--- config.mk ---
export PLATFORM = sky130hd
export DESIGN_NAME = mac_dot_sequencer
export DESIGN_NICKNAME = d
export VERILOG_FILES = /design/src/rtl/mac_dot_sequencer.sv
export SDC_FILE = /design/constraint.sdc
export NUM_CORES = 1
export LEC_CHECK = 0
export ABC_AREA = 1
export CORE_ASPECT_RATIO = 1.1
export CORE_MARGIN = 8
export CORE_UTILIZATION = 49
export DETAILED_ROUTE_END_ITERATION = 6
export PLACE_DENSITY = 0.85
export SETUP_SLACK_MARGIN = 0.2
export SYNTH_ARGS = -nofsm -noshare
export SYNTH_HDL_FRONTEND = slang
export SYNTH_SLANG_ARGS = --single-unit
--- constraint.sdc ---
create_clock -name clk -period 4.07 [get_ports clk]
set_input_delay 0.814 -clock clk [delete_from_list [all_inputs] [get_ports clk]]
set_output_delay 0.814 -clock clk [all_outputs]
set_load 0.005 [all_outputs]
--- src/rtl/mac_dot_sequencer.sv ---
// mac_dot_sequencer: buffers (data, weight) operand pairs, streams them one per cycle to the
// single-precision MAC, brackets each VEC_LEN-element dot product with an accumulator clear,
// waits out the MAC pipeline and hands the captured sum to the next stage over valid/ready.
// No arithmetic happens here; all values pass through bit-exact.

module mac_dot_sequencer #(
    parameter int unsigned VEC_LEN     = 8,
    parameter int unsigned FIFO_DEPTH  = 4,
    parameter int unsigned MAC_LATENCY = 2
) (
    input  logic        clk,
    input  logic        rst,
    input  logic        in_valid,
    output logic        in_ready,
    input  logic [31:0] in_data,
    input  logic [31:0] in_weight,
    output logic [31:0] mac_data_value,
    output logic        mac_data_valid,
    output logic [31:0] mac_weight_value,
    output logic        mac_weight_valid,
    output logic        mac_clear,
    input  logic [31:0] mac_out,
    output logic        res_valid,
    input  logic        res_ready,
    output logic [31:0] res_value
);

    localparam int unsigned PtrW  = $clog2(FIFO_DEPTH);
    localparam int unsigned CntW  = $clog2(FIFO_DEPTH + 1);
    localparam int unsigned ElemW = $clog2(VEC_LEN + 1);
    localparam int unsigned LatW  = $clog2(MAC_LATENCY + 1);

    localparam logic [CntW-1:0]  FifoFull = CntW'(FIFO_DEPTH);
    localparam logic [ElemW-1:0] LastElem = ElemW'(VEC_LEN - 1);
    localparam logic [LatW-1:0]  LatDone  = LatW'(MAC_LATENCY);

    typedef enum logic [2:0] {
        StIdle,
        StClear,
        StStream,
        StDrain,
        StHold
    } state_e;

    // ------------------------------------------------------------------
    // Operand-pair FIFO
    // ------------------------------------------------------------------
    logic [63:0]     fifo_mem_q [FIFO_DEPTH];
    logic [PtrW-1:0] fifo_wr_ptr_q;
    logic [PtrW-1:0] fifo_rd_ptr_q;
    logic [CntW-1:0] fifo_cnt_q;
    logic            fifo_empty;
    logic            fifo_full;
    logic            push;
    logic            pop;
    logic [63:0]     fifo_rd_data;

    assign fifo_empty   = (fifo_cnt_q == '0);
    assign fifo_full    = (fifo_cnt_q == FifoFull);
    assign in_ready     = ~fifo_full;
    assign push         = in_valid & ~fifo_full;
    assign fifo_rd_data = fifo_mem_q[fifo_rd_ptr_q];

    // Storage: no reset needed, the pointers and count define which entries are live.
    always_ff @(posedge clk) begin
        if (push) begin
            fifo_mem_q[fifo_wr_ptr_q] <= {in_data, in_weight};
        end
    end

    // Pointers wrap naturally since FIFO_DEPTH is a power of two; push+pop keeps the count.
    always_ff @(posedge clk) begin
        if (rst) begin
            fifo_wr_ptr_q <= '0;
            fifo_rd_ptr_q <= '0;
            fifo_cnt_q    <= '0;
        end else begin
            if (push) begin
                fifo_wr_ptr_q <= fifo_wr_ptr_q + PtrW'(1);
            end
            if (pop) begin
                fifo_rd_ptr_q <= fifo_rd_ptr_q + PtrW'(1);
            end
            case ({push, pop})
                2'b10:   fifo_cnt_q <= fifo_cnt_q + CntW'(1);
                2'b01:   fifo_cnt_q <= fifo_cnt_q - CntW'(1);
                default: fifo_cnt_q <= fifo_cnt_q;
            endcase
        end
    end

    // ------------------------------------------------------------------
    // Sequencing FSM
    // ------------------------------------------------------------------
    state_e           state_q, state_d;
    logic [ElemW-1:0] elem_cnt_q, elem_cnt_d;
    logic [LatW-1:0]  lat_cnt_q, lat_cnt_d;
    logic             mac_valid_q, mac_valid_d;
    logic [31:0]      mac_data_q, mac_data_d;
    logic [31:0]      mac_weight_q, mac_weight_d;
    logic             mac_clear_q, mac_clear_d;
    logic             res_valid_q, res_valid_d;
    logic [31:0]      res_value_q, res_value_d;

    // State register.
    always_ff @(posedge clk) begin
        if (rst) begin
            state_q <= StIdle;
        end else begin
            state_q <= state_d;
        end
    end

    // Next state, counters, FIFO pop and next values of every registered output.
    always_comb begin
        state_d      = state_q;
        elem_cnt_d   = elem_cnt_q;
        lat_cnt_d    = lat_cnt_q;
        mac_valid_d  = 1'b0;
        mac_data_d   = mac_data_q;
        mac_weight_d = mac_weight_q;
        res_valid_d  = res_valid_q;
        res_value_d  = res_value_q;
        pop          = 1'b0;

        case (state_q)
            StIdle: begin
                if (!fifo_empty) begin
                    state_d = StClear;
                end
            end
            StClear: begin
                elem_cnt_d = '0;
                state_d    = StStream;
            end
            StStream: begin
                // An empty FIFO is a bubble: valids stay low and the MAC holds its sum.
                if (!fifo_empty) begin
                    pop          = 1'b1;
                    mac_valid_d  = 1'b1;
                    mac_data_d   = fifo_rd_data[63:32];
                    mac_weight_d = fifo_rd_data[31:0];
                    elem_cnt_d   = elem_cnt_q + ElemW'(1);
                    if (elem_cnt_q == LastElem) begin
                        lat_cnt_d = '0;
                        state_d   = StDrain;
                    end
                end
            end
            StDrain: begin
                // lat_cnt_q == k in the k-th cycle after the last pair reached the MAC.
                if (lat_cnt_q == LatDone) begin
                    res_value_d = mac_out;
                    res_valid_d = 1'b1;
                    state_d     = StHold;
                end else begin
                    lat_cnt_d = lat_cnt_q + LatW'(1);
                end
            end
            StHold: begin
                if (res_valid_q && res_ready) begin
                    res_valid_d = 1'b0;
                    state_d     = fifo_empty ? StIdle : StClear;
                end
            end
            default: begin
                state_d = StIdle;
            end
        endcase

        // Registered so the pulse lines up exactly with the CLEAR cycle.
        mac_clear_d = (state_d == StClear);
    end

    // Counters and registered outputs.
    always_ff @(posedge clk) begin
        if (rst) begin
            elem_cnt_q   <= '0;
            lat_cnt_q    <= '0;
            mac_valid_q  <= 1'b0;
            mac_data_q   <= '0;
            mac_weight_q <= '0;
            mac_clear_q  <= 1'b0;
            res_valid_q  <= 1'b0;
            res_value_q  <= '0;
        end else begin
            elem_cnt_q   <= elem_cnt_d;
            lat_cnt_q    <= lat_cnt_d;
            mac_valid_q  <= mac_valid_d;
            mac_data_q   <= mac_data_d;
            mac_weight_q <= mac_weight_d;
            mac_clear_q  <= mac_clear_d;
            res_valid_q  <= res_valid_d;
            res_value_q  <= res_value_d;
        end
    end

    assign mac_data_value   = mac_data_q;
    assign mac_weight_value = mac_weight_q;
    assign mac_data_valid   = mac_valid_q;
    assign mac_weight_valid = mac_valid_q;
    assign mac_clear        = mac_clear_q;
    assign res_valid        = res_valid_q;
    assign res_value        = res_value_q;

    // A clear must never coincide with a pair, or that pair would be lost from the sum.
    a_clear_excl: assert property (@(posedge clk) disable iff (rst)
        !(mac_clear && mac_data_valid));

    // The result must not change while the consumer is stalling.
    a_res_stable: assert property (@(posedge clk) disable iff (rst)
        (res_valid && !res_ready) |=> (res_valid && $stable(res_value)));

endmodule

* Word-level counts from Yosys, hierarchy flattened
Memories as Yosys holds them, arrays and structs flattened. A register that Yosys moved wholly into a read port is not among the register bits.
Index checks and enable logic that the tools add are counted.
** Word-level totals
- Register bits :: 51
- Bits in writable memories :: 256
- Bits of input ports :: 100
- Output and inout port bits :: 101
- Logic and storage cells :: 68
- Memories kept :: 1
** Memory list
- fifo_mem_q :: words 4, width 64, rd ports 1, clocked after Yosys merged registers in 1, wr ports 1, line 48 : logic [63:0] fifo_mem_q [FIFO_DEPTH];
** Cells by class
- Add/sub/neg operators :: 6
- Eq/ne operators :: 15
- Mux-type cells :: 21
- Bitwise logic cells :: 3
- Reduce and logical (&&, ||, !) cells :: 12
** Operators by type and width (count)
- 3-bit 2-to-1 mux :: 5
- 3-bit one-hot mux with 5 select lines :: 1
- 2-bit != test, second input constant :: 5
- 4-bit one-hot mux with 2 select lines :: 1
- 2-bit nonzero test :: 4
- 1-bit 2-to-1 mux :: 7
- 2-bit by 1-bit adder with 2-bit output, second input constant :: 3
- 3-bit by 1-bit equality test with 1-bit output, second input constant :: 2
- 3-bit by 2-bit equality test with 1-bit output, second input constant :: 2
- 3-bit equality test, second input constant :: 2
- 3-bit zero test :: 2
- 2-bit 2-to-1 mux :: 3
- 3-bit one-hot mux with 2 select lines :: 1
- 2-bit AND reduction :: 3
- 4-bit by 1-bit adder with 4-bit output, second input constant :: 1
- 2-bit equality test, second input constant :: 2
- 4-bit by 3-bit equality test with 1-bit output, second input constant :: 1
- 4-bit 2-to-1 mux :: 1
- 2-bit one-hot mux with 2 select lines :: 1
- 4-bit AND reduction :: 1
- 3-bit by 1-bit adder with 3-bit output, second input constant :: 1
- 3-bit AND reduction :: 1
- 3-bit by 1-bit subtractor with 3-bit output, second input constant :: 1
- 2-bit by 1-bit equality test with 1-bit output, second input constant :: 1
- other kinds (4) :: 5

* Logic depth before layout (Yosys ltp)
- Depth after elaboration :: 5
- Depth in mapped cells :: 14
- Depth with buffers taken out :: 12

* Worst setup path after synthesis
Ideal clock, no wire load.
- Path type :: in2reg
- Start :: input port in_valid
- End :: memory fifo_mem_q[0][0] (enable)
- Data arrival time :: 3665 ps
- Required time :: 3583 ps
- Slack :: -81 ps
- Stages :: 2
- Path buffers :: 0
- Cells stage by stage :: nand2_1 -> nor2_1
** On the way
- Cells in the longest elaborated chain, start to end :: 3
** Ends and longest elaborated chain
- from (decl) :: line 13 : input logic in_valid,
- 1-bit bitwise AND :: line 61 : assign push = in_valid & ~fifo_full;
- 1-bit 2-to-1 mux :: line 66 : if (push) begin
- 1-bit 2-to-1 mux (implied by the code) :: line 67 : fifo_mem_q[fifo_wr_ptr_q] <= {in_data, in_weight};
- to (decl) :: line 48
No other way between the ends.

==> summary.md <==
| Metric | Value |
|---|---|
| Outcome | finished, final reports clean |
| CTS Sinks | 371 |
| Clock Path Buffers | 3 |
| RSZ-0062 raised after global routing | no |
| Worst setup path end | mac_data_value[2] |
| Post-synthesis register bit count | 371 |
| Synth warn | 0 |
| Cell seen most often among critical-path stages | sky130_fd_sc_hd__nor2_1 |
| Count of instances resized after the clock tree is built | 0 |
| Max-cap viol count | 0 |
| Final ANT Viol Nets | 0 |
| Final clock skew | 0.0155 ns |
| Number of buffer cells added on primary ports | 200 |
| Period utilisation layout | 0.596 |
| Data required, critical path | 4.52 ns |
| Relative slew margins | 0.359 |
| Via count of the first global-routing pass | between 10k and 15k |
| Final estimated routing congestion in global placement | 0.792 |
| Peak supply drop | 0.364 mV |
| Initial drt markers | 668 |
| Most frequent standard cell in the layout excluding fill and tap cells | sky130_fd_sc_hd__nor2_1 |
| Total detailed-routing wirelength | 32.7 mm |
| Smallest setup slack after layout | 1.64 ns |
| H-Tree Level Count | 2 |
| Max stage delay cell, worst path | sky130_fd_sc_hd__inv_4 |
| Final layout net count | 1,445 |
| Family with the most delay on the worst path | buffers and inverters |
| Setup violation total in the final timing report | 0 |
| Post-DP HPWL | 18.3 mm |
| Initial antenna violation count | 1 |
| Final period demand of the worst path | 2.43 ns |
| Critical Path Start Type | register |
| Post-placement setup slack | ~1.2 ns |
| Flip-flop and latch area | 9990 um2 |
| Via-per-instance ratio | 5.46 |
| Final Non-Filler Cells | 1,729 |
| Hold-fix buffers at CTS | 0 |
| Slack of the worst reg-to-reg path | 1.64 ns |
| All-layer global routing usage | 0.194 |
| Filler Cell Count | around 2.1k |
| Ordered list of cells on the worst path | inv_4 > buf_4 > o21ai_0 > o22ai_1 > nor2_1 > nor2_1 |
| Total vias in the final route | around 9.4k |
| CTS tree | yes |
| Effective utilization at floorplan | 0.494 |
| DRC errors left | 0 |
| Worst Max-Slew Pin Slew | between 0.9 and 1 ns |
| Clock Tree Root | sky130_fd_sc_hd__clkbuf_16 |
| Synth-to-layout area growth | 26.2% |
| Leakage power | 6.05 nW |
| Hold crit path type | register to register |
| Critical path buffer and inverter count | 2 |
| Total global routing overflow | 0 |
| Maximum number of pins on one net before global-route repair | 83 |
| Top fanout value on the critical path | around 80 |
| Number of buffers created by CTS | 37 |
| Standard cell core area | 27,500 um2 |
| Largest stage delay on the critical path | 0.68 ns |
| Hold Violations, Final | 0 |
| Cell count after synthesis | 1,162 |
| Critical path origin | fifo_rd_ptr_q[0] |
| Area of the mapped netlist | 13,600 um2 |
| Placed Cells incl. Taps | 1,661 |
| Highest achievable clock rate | 412 MHz |
| Classification of the worst setup path | register to register |
| Post-CTS setup-driven buffer insertion count | 0 |
| Worst flop-to-flop path startpoint | fifo_rd_ptr_q[0] |
| First-pass GRT wire length | about 52 mm |
| Routed len/inst | 18.9 um |
| Top library cells by usage in the layout, fill and taps aside | 328 x sky130_fd_sc_hd__nor2_1, 256 x sky130_fd_sc_hd__edfxtp_1, 212 x sky130_fd_sc_hd__o21ai_0, 200 x sky130_fd_sc_hd__clkdlybuf4s50_1, 113 x sky130_fd_sc_hd__dfxtp_1 |
| Number of nets produced by synthesis | ~1.3k |
| Total iterations of the first detailed-routing run | 5 |
| Number of cells on the critical path | 6 |
| Unique masters post-synth | 27 |
| Cell depth of the worst flop-to-flop path | 6 |
| Chip Height | about 190 um |
| Share of post-route cells with drive strength above 1 | 0.0615 |
| Sequential cell area fraction in the yosys report | 0.734 |
| Power density normalized to cell area | 534 nW/um2 |
| Area of the multi-input gates | 3210 um2 |
| Critical Path Sink Type | register |
| Worst R2R End | mac_data_value[2] |
| Floorplan row count | between 60 and 70 |
| Clk pin slew, worst setup/hold paths | 0.06 ns |
| Number of max-slew violations in the final report | 0 |
| Top-level I/O count | 201 |
| Final Util | 0.624 |
| Die Width | around 170 um |
| Clk_lat worst skew | 0.51 ns |
| Die Outline Area | 33,400 um2 |
| Avg Synthesized Cell Area | between 10 and 15 um2 |
| Critical Path AT | 2.87 ns |
-- area by class of cell --
type / instances / share of cell area
Inverter: 26 / 0.00582
Antenna cell: 1 / 0.000146
Clock inverter: 25 / 0.0181
Tap cell: 363 / 0.0264
Clock buffer: 42 / 0.0561
Timing Repair Buffer: 211 / 0.125
Sequential cell: 371 / 0.581
Multi-Input combinational cell: 690 / 0.187
-- state kept, by name, summed over array words and instances (netlist names) --
name,count
mac_clear,1
fifo_rd_ptr_q,2
lat_cnt_q,2
state_q,3
mac_data_valid,1
fifo_cnt_q,3
res_valid,1
mac_weight_value,32
elem_cnt_q,4
fifo_wr_ptr_q,2
res_value,32
mac_data_value,32
fifo_mem_q,256
-- metal layers --
layer | vias up | global-route usage | routed length [um]
li1 | 4455 | - | -
met1 | 4545 | 0.224 | 13000
met2 | 374 | 0.349 | 16300
met3 | 67 | 0.0450 | 2470
met4 | 2 | 0.0715 | 931
met5 | - | 0 | 9
-- how the worst min path moves through the flow --
stage	from	to	cells after the start
after global placement	fifo_cnt_q[0]	fifo_cnt_q[0]	1
after CTS	fifo_cnt_q[0]	fifo_cnt_q[0]	1
after detailed placement	fifo_cnt_q[0]	fifo_cnt_q[0]	1
final	fifo_cnt_q[0]	fifo_cnt_q[0]	1
after floorplan	fifo_cnt_q[0]	fifo_cnt_q[0]	1
after global routing	fifo_cnt_q[0]	fifo_cnt_q[0]	1
-- cell usage after synthesis --
cell type	n	area share
sky130_fd_sc_hd__nor2_1	332	0.092
sky130_fd_sc_hd__edfxtp_1	256	0.56
sky130_fd_sc_hd__o21ai_0	212	0.078
sky130_fd_sc_hd__dfxtp_1	115	0.17
sky130_fd_sc_hd__o22ai_1	64	0.029
sky130_fd_sc_hd__clkbuf_1	34	0.0094
sky130_fd_sc_hd__buf_2	24	0.0088
sky130_fd_sc_hd__o21ai_1	24	0.0088
sky130_fd_sc_hd__inv_1	23	0.0063
sky130_fd_sc_hd__nand2_1	18	0.0050
sky130_fd_sc_hd__a21oi_1	14	0.0051
sky130_fd_sc_hd__buf_1	8	0.0022
sky130_fd_sc_hd__nand3_1	8	0.0029
sky130_fd_sc_hd__ha_1	7	0.0064
sky130_fd_sc_hd__buf_4	4	0.0022
sky130_fd_sc_hd__buf_6	3	0.0025
sky130_fd_sc_hd__inv_2	3	0.00083
sky130_fd_sc_hd__clkbuf_2	2	0.00074
sky130_fd_sc_hd__nand4_1	2	0.00092
sky130_fd_sc_hd__nor2_2	2	0.00092
sky130_fd_sc_hd__a31oi_1	1	0.00046
sky130_fd_sc_hd__and3_1	1	0.00046
sky130_fd_sc_hd__fa_1	1	0.0015
sky130_fd_sc_hd__nand2_2	1	0.00046
sky130_fd_sc_hd__nor2_4	1	0.00083
sky130_fd_sc_hd__nor3_1	1	0.00037
sky130_fd_sc_hd__or2_2	1	0.00046
-- where the power goes --
group | internal (mW) | total (mW) | switching (mW)
clock | 2.16 | 3.53 | 1.37
combinational | 0.512 | 1.19 | 0.674
sequential | 4.32 | 4.46 | 0.139
-- metrics by stage --
step | TNS (ns) | power, mW | area [um2] | hold WS [ns]
CTS | 0 | 9.26 | 17200 | 0.464
global placement | 0 | 5.66 | 15900 | 0.439
floorplan | -20.75 | 5.13 | 13600 | 0.422
detailed placement | 0 | 5.72 | 15900 | 0.454
global route | 0 | 9.55 | 17200 | 0.497
finish | 0 | 9.17 | 17200 | 0.465
-- kinds of logic after synthesis --
kind of cell,synth area share
buffers and inverters,0.0330
and+or+nand+nor,0.104
adders and majority gates,0.00790
DFF,0.734
AOI/OAI and AO/OA,0.122
Power figures use the tool's default switching activity.
